<file path="config.mk">
export PLATFORM = sky130hd
export DESIGN_NAME = serial_subtractor
export DESIGN_NICKNAME = d
export VERILOG_FILES = /design/src/rtl/serial_subtractor.sv
export SDC_FILE = /design/constraint.sdc
export NUM_CORES = 1
export LEC_CHECK = 0
export CAP_MARGIN = 20
export CORE_MARGIN = 3
export CORE_UTILIZATION = 35
export CTS_CLUSTER_DIAMETER = 30
export CTS_CLUSTER_SIZE = 14
export DETAILED_ROUTE_END_ITERATION = 8
export SLEW_MARGIN = 10
export SYNTH_ARGS = -nofsm -noshare
export SYNTH_HDL_FRONTEND = slang
export SYNTH_SLANG_ARGS = --single-unit
</file>
<file path="constraint.sdc">
create_clock -name clk -period 2.45 [get_ports clk]
set_clock_uncertainty 0.15 [all_clocks]
set_input_delay 0.245 -clock clk [delete_from_list [all_inputs] [get_ports clk]]
set_output_delay 0.245 -clock clk [all_outputs]
set_load 0.03 [all_outputs]
</file>
<file path="src/rtl/serial_subtractor.sv">
// Bit-serial WIDTH-bit subtractor (diff = a - b - borrow_in), one bit per clock, LSB first.
// Define SERIAL_ADD_MODE_EN to add a 'mode' input that turns the cell into a full adder.
//
// state   | meaning
// --------+-------------------------------------------------------------
// S_IDLE  | waiting for start; diff/borrow_out hold the last result
// S_SHIFT | one operand bit per edge through the full-subtractor cell
// S_DONE  | result registered, done high for this single cycle
module serial_subtractor #(
   parameter int WIDTH = 2
) (
   input  logic             clk,
   input  logic             rst,
   input  logic             start,
   input  logic [WIDTH-1:0] a,
   input  logic [WIDTH-1:0] b,
   input  logic             borrow_in,
`ifdef SERIAL_ADD_MODE_EN
   input  logic             mode,
`endif
   output logic             busy,
   output logic             done,
   output logic [WIDTH-1:0] diff,
   output logic             borrow_out
);

   localparam int CW = $clog2(WIDTH + 1);
   localparam logic [CW-1:0] LAST = CW'(WIDTH - 1);

   typedef enum logic [1:0] {
      S_IDLE  = 2'd0,
      S_SHIFT = 2'd1,
      S_DONE  = 2'd2
   } state_t;

   state_t           r_state;
   logic [WIDTH-1:0] r_a_sr;
   logic [WIDTH-1:0] r_b_sr;
   logic [WIDTH-1:0] r_diff_sr;
   logic             r_brw;
   logic [CW-1:0]    r_count;
   logic             r_busy;
   logic             r_done;
   logic [WIDTH-1:0] r_diff;
   logic             r_borrow_out;

   logic             w_mode;
   logic             w_a0;
   logic             w_b0;
   logic             w_d;
   logic             w_brw_next;
   logic [WIDTH:0]   w_diff_cat;
   logic [WIDTH-1:0] w_diff_shift;

`ifdef SERIAL_ADD_MODE_EN
   logic r_mode;
   assign w_mode = r_mode;
`else
   assign w_mode = 1'b0;
`endif

   assign w_a0 = r_a_sr[0];
   assign w_b0 = r_b_sr[0];
   assign w_d  = w_a0 ^ w_b0 ^ r_brw;
   // r_brw doubles as carry when the adder mode is selected
   assign w_brw_next = w_mode ? ((w_a0 & w_b0) | (r_brw & (w_a0 ^ w_b0)))
                              : ((~w_a0 & w_b0) | (~(w_a0 ^ w_b0) & r_brw));

   // Concatenate-then-slice so WIDTH=1 needs no special case
   assign w_diff_cat   = {w_d, r_diff_sr};
   assign w_diff_shift = w_diff_cat[WIDTH:1];

   always_ff @(posedge clk) begin
      if (rst) begin
         r_state      <= S_IDLE;
         r_a_sr       <= '0;
         r_b_sr       <= '0;
         r_diff_sr    <= '0;
         r_brw        <= 1'b0;
         r_count      <= '0;
         r_busy       <= 1'b0;
         r_done       <= 1'b0;
         r_diff       <= '0;
         r_borrow_out <= 1'b0;
`ifdef SERIAL_ADD_MODE_EN
         r_mode       <= 1'b0;
`endif
      end else begin
         case (r_state)
            S_IDLE: begin
               r_done <= 1'b0;
               if (start) begin
                  r_a_sr    <= a;
                  r_b_sr    <= b;
                  r_brw     <= borrow_in;
                  r_diff_sr <= '0;
                  r_count   <= '0;
                  r_busy    <= 1'b1;
`ifdef SERIAL_ADD_MODE_EN
                  r_mode    <= mode;
`endif
                  r_state   <= S_SHIFT;
               end
            end
            S_SHIFT: begin
               r_a_sr    <= r_a_sr >> 1;
               r_b_sr    <= r_b_sr >> 1;
               r_diff_sr <= w_diff_shift;
               r_brw     <= w_brw_next;
               r_count   <= r_count + CW'(1);
               // Final bit: publish the result so done lines up with the DONE cycle
               if (r_count == LAST) begin
                  r_diff       <= w_diff_shift;
                  r_borrow_out <= w_brw_next;
                  r_done       <= 1'b1;
                  r_state      <= S_DONE;
               end
            end
            S_DONE: begin
               r_done  <= 1'b0;
               r_busy  <= 1'b0;
               r_state <= S_IDLE;
            end
            default: begin
               r_done  <= 1'b0;
               r_busy  <= 1'b0;
               r_state <= S_IDLE;
            end
         endcase
      end
   end

   assign busy       = r_busy;
   assign done       = r_done;
   assign diff       = r_diff;
   assign borrow_out = r_borrow_out;

endmodule
</file>
Yosys cells after proc, flatten, opt, wreduce, memory -nomap -nowiden:

Index checks and enable logic that the tools add are counted.

* bits in latches: 0
* memories kept: 0
* RAM bits: 0
* ROM bits: 0
* bits in registers: 16

* bitwise gates (word level): 8
* shifts and indexed selects: 0
* equal/unequal tests: 4
* multiplexer cells: 14
* add/subtract/negate cells: 1
* reduce and logical (&&, ||, !) cells: 7
* divide/modulo/power cells: 0
* multipliers: 0
* magnitude comparators: 0

Operator list (number)
* 2-bit one-hot mux with 2 select lines: 5
* 2-bit 2-to-1 mux: 5
* 2-bit AND reduction: 4
* 2-bit by 1-bit equality test with 1-bit output, second input constant: 2
* 2-bit != test, second input constant: 2
* 1-bit one-hot mux with 2 select lines: 2
* 1-bit NOT: 3
* 2-bit by 1-bit adder with 2-bit output, second input constant: 1
* 1-bit AND: 2
* 2-bit zero test: 1
* 1-bit 2-to-1 mux: 2
* 2-bit nonzero test: 1
* 2-bit OR reduction: 1
* 1-bit bitwise XOR: 2
* 1-bit OR: 1

Depth between registers and ports, before layout:

* word-level depth: 5
* gate-level depth with buffers: 5
* depth with buffers taken out: 5

Worst setup path before layout:

OpenSTA, ideal clock, no wires.

* path type: register to register
* from: register r_b_sr[0]
* to: register r_diff_sr[1]
* arrival: 1.052 ns
* clock period less this slack: 1.331 ns
* stages on the path, launching flop included: 6
* path slack: 1.119 ns
* path buffers: 0
* path through: dfxtp_1 inv_1 fa_1 inv_1 a2bb2oi_1 nor2_1

* word-level cells in the longest chain between the ends: 3

RTL lines
* start, declared: line 38 `logic [WIDTH-1:0] r_b_sr;`
* start signal, assigned: line 107 `r_b_sr <= r_b_sr >> 1;`
* 1-bit bitwise XOR (2 in series): line 64 `assign w_d = w_a0 ^ w_b0 ^ r_brw;`
* via w_d: line 50 `logic w_d;`
* 2-bit one-hot mux with 2 select lines: line 89 `case (r_state)`
* end signal, assigned: line 108 `r_diff_sr <= w_diff_shift;`
* end, declared: line 39 `logic [WIDTH-1:0] r_diff_sr;`

The timed path passes the listed nets, and every way through them passes these cells.
A chain may end at the register's enable or synchronous reset.

Worst setup path after layout:

* from: register r_busy (netlist: busy)
* to: output busy

RTL lines
* start, declared: line 42 `logic r_busy;`
* start signal, assigned: line 81 `r_busy <= 1'b0;`
* start signal, assigned: line 98 `r_busy <= 1'b1;`
* start signal, assigned: line 121 `r_busy <= 1'b0;`
* end, declared: line 21 `output logic busy,`

No word-level cell between the ends.

==> impl.org <==
** Worst setup path
- Type of destination of the critical path :: primary output
- Series of cell instances along the critical path :: clkdlybuf4s50_1
- Critical Path Slowest Stage Cell :: clkdlybuf4s50_1
- The worst setup path is launched from a register.
- Setup CP Type :: reg -> out
- Endpoint arrival time on the critical path :: approximately 1300 ps
- Broken down by cell family, the worst path's largest delay share belongs to buffers and inverters.
- Worst path bufs/invs :: 1
- Critical Path Fanout Max :: 2
- Endpoint required time on the critical path :: between 2000 and 2500 ps
- Crit-path max cell delay :: slightly below 700 ps

** Logic synthesis
- The share of synthesized area in the top cell type comes to 47.81%.
- The synthesized design spends more area on one cell type than any other, namely dfxtp_1.
- In this run the mean area of a mapped cell was roughly 10 um^2.
- In this run the cell area of the synthesized design comes to about 630 um^2.
- The number of different library cells used by synthesis comes to 21.
- Sorting the synthesized cells by area gives the leading types as dfxtp_1 48%, mux2i_1 9.6%, nor2_1 7.2%.
- Number of cells produced by synthesis :: 63
- Yosys warnings :: 0
- Of the synthesized area, sequential elements account for between 40% and 50%.
- In this run, synthesis produced a sequential element count of 15.
- The number of nets in the synthesized netlist is 73.

** Pwr
- In this run the static leakage power is roughly 0.32 nW.
- Total power :: around 0.5 mW
- IR Drop Worst-Case VDD :: 0.3997 mV
- Power per cell area :: about 640 nW/um^2

** Die
- The die is just under 50 um tall.
- Starting density of the core :: around two fifths
- Placement Rows :: 14
- I/O Pins :: 13
- Standard cell core area :: ~1600 um^2
- Full die area :: approximately 2300 um^2
- From left edge to right edge, the die measures 48.36 um.

** Global route
- Summed over all layers, the global routing overflow is 0.
- Global-route usage over all layers :: between 10 and 15%
- Wire length of the first global-routing pass :: approximately 2000 um
- Vias in the first global route :: 470
- The number of antenna violations at the first check in global routing is 0.
- Entering global routing, the biggest net connects 16 pins.

** Detailed routing
- For this run, the detailed router's first-pass iteration total came to 4.
- In the routed design, unresolved DRC markers number 0.
- The routed layout has 468 vias.
- In the routed layout, each cell is associated on average with a via count of approximately 4.6.
- Number of antenna-violating nets in the routed design :: 0
- Total length of routed wires :: approximately 1100 um
- Per-cell routed wire length :: roughly 11 um
- For this block, the initial DRC count from the detailed router was 8.

** Timing
- Summed over all failing endpoints, the final setup total negative slack is 0 ps.
- Setup violators final :: 0
- Of the available clock period, the critical path in the final layout requires roughly 70%.
- Setup repair after global routing missed its margin :: no
- Static timing analysis puts the maximum clock frequency at 580.0 MHz.
- Minimum clock period after layout :: approximately 1700 ps
- For the pin with the worst max-slew slack, the measured transition is between 500 and 600 ps.
- Slack of the critical path :: a little over 700 ps
- Measured against its own limit, the worst slew margin works out to 62.92%.
- The final count of hold timing violations came to 0.
- Slew Viols, Final :: 0

** Clock network
- Clock buffer count from CTS :: 3
- Max H-tree Level :: 1
- The number of setup buffers added after CTS is 0.
- Hold-fix buffers at CTS :: 0
- TritonCTS built the clock tree.
- The clock reaches the later pin of the worst-skew pair after ~280 ps.
- The tree is rooted in a clkbuf_4.
- The longest clock path from root to sink contains 2 buffers.
- Clock slew seen by the registers of the worst setup and hold paths :: 100 ps
- Num Clock Sinks :: 15
- Gates resized during post-CTS repair numbered 0.

** Layout
- Post-Route Utilization :: 49.61%
- Compared with the post-synthesis result, the final layout area differs by 25.90%.
- 0 antenna diodes ended up in the layout.
- After the last flow step, the layout net total stands at between 80 and 90.
- The library cell used most frequently in the layout, excluding fill and tap cells, is dfxtp_1.
- Share of layout cells above drive strength 1 :: just over 9%
- Most frequent cells in the layout :: 15 x dfxtp_1, 12 x nor2_1, 12 x clkdlybuf4s50_1, 6 x inv_1, 6 x mux2i_1

** Job
- Max-cap violations in this run came to 0.

** Min path
- Worst min-delay path category :: reg -> reg

** Placed design
- The HPWL after detailed placement is about 820 um.
- Final weighted congestion in routability-driven placement :: slightly above 0.7
- Post-place setup slack :: 916.3 ps
- Quantity of I/O buffers inserted on ports :: 12

** Status
- Run status :: finished, final reports clean
==> report_power, final <==
group          switching (mW)  internal, mW  total [mW]
sequential             0.0135         0.259       0.272
combinational          0.0417        0.0471      0.0888
clock                  0.0853        0.0606       0.146
total                   0.141         0.366       0.507
==> final timing paths <==
path                                 start    endpoint  slack (ps)  cells past startpoint
worst max register to register  r_state[0]  r_count[0]        1030                      3
worst max-delay path                  busy        busy         730                      1
worst min register to register        done        done         350                      2
worst min-delay path                  done        done         350                      2
==> stage by stage <==
| stage | hold slack, ps | area (um^2) | instances |
|---|---|---|---|
| 2_1_floorplan | 167.8 | 628.1 | 63 |
| 3_3_place_gp | 319.4 | 763.2 | 97 |
| 3_5_place_dp | 328.7 | 763.2 | 97 |
| 4_1_cts | 351.1 | 790.8 | 101 |
| 5_1_grt | 394.4 | 790.8 | 101 |
| 6_report | 346.1 | 790.8 | 101 |
==> state kept, by name, indices dropped and copies added, names as in the netlist <==
register / cells
borrow_out: 1
busy: 1
diff: 2
done: 1
r_a_sr: 2
r_b_sr: 2
r_brw: 1
r_count: 2
r_diff_sr: 1
r_state: 2
==> area by class of cell <==
| cell class | instances | area, um^2 |
|---|---|---|
| fill | 156 | 803.3 |
| sequential | 15 | 300.3 |
| multi-input combinational | 40 | 290.3 |
| timing repair buffer | 12 | 120.1 |
| tap | 24 | 30.03 |
| clock buffer | 3 | 22.52 |
| inverter | 6 | 22.52 |
| clock inverter | 1 | 5.005 |
==> cell families after synthesis <==
| kind of cell | Yosys count | share of synthesized area [%] |
|---|---|---|
| and+or+nand+nor | 21 | 15.74 |
| DFF | 15 | 47.81 |
| AOI/OAI and AO/OA | 10 | 13.35 |
| buffers and inverters | 8 | 5.975 |
| muxes | 7 | 11.95 |
| adders and majority gates | 2 | 5.179 |
==> worst reg2reg max path, cell delays in order, from the launching register on <==
cell	delay, ps
dfxtp_1	600
nand2b_1	230
mux2_4	320
nor2_2	70
==> synth_stat cells, drive strengths merged <==
library cell   n
dfxtp         15
nor2          13
inv            6
mux2i          6
nor3           4
a211oi         3
a22oi          2
a2bb2oi        2
a21oi          1
buf            1
clkbuf         1
fa             1
ha             1
mux2           1
nand2b         1
nand3b         1
nor2b          1
nor3b          1
o21ba          1
o21bai         1
==> per-layer routing <==
layer	track usage [%]	vias to the layer above	routed length [um]
met5	0	-	0
met4	7.109	0	40
met3	4.601	6	64
met2	16.97	14	469
met1	12.67	208	540
li1	-	240	-
Power figures use the tool's default switching activity.
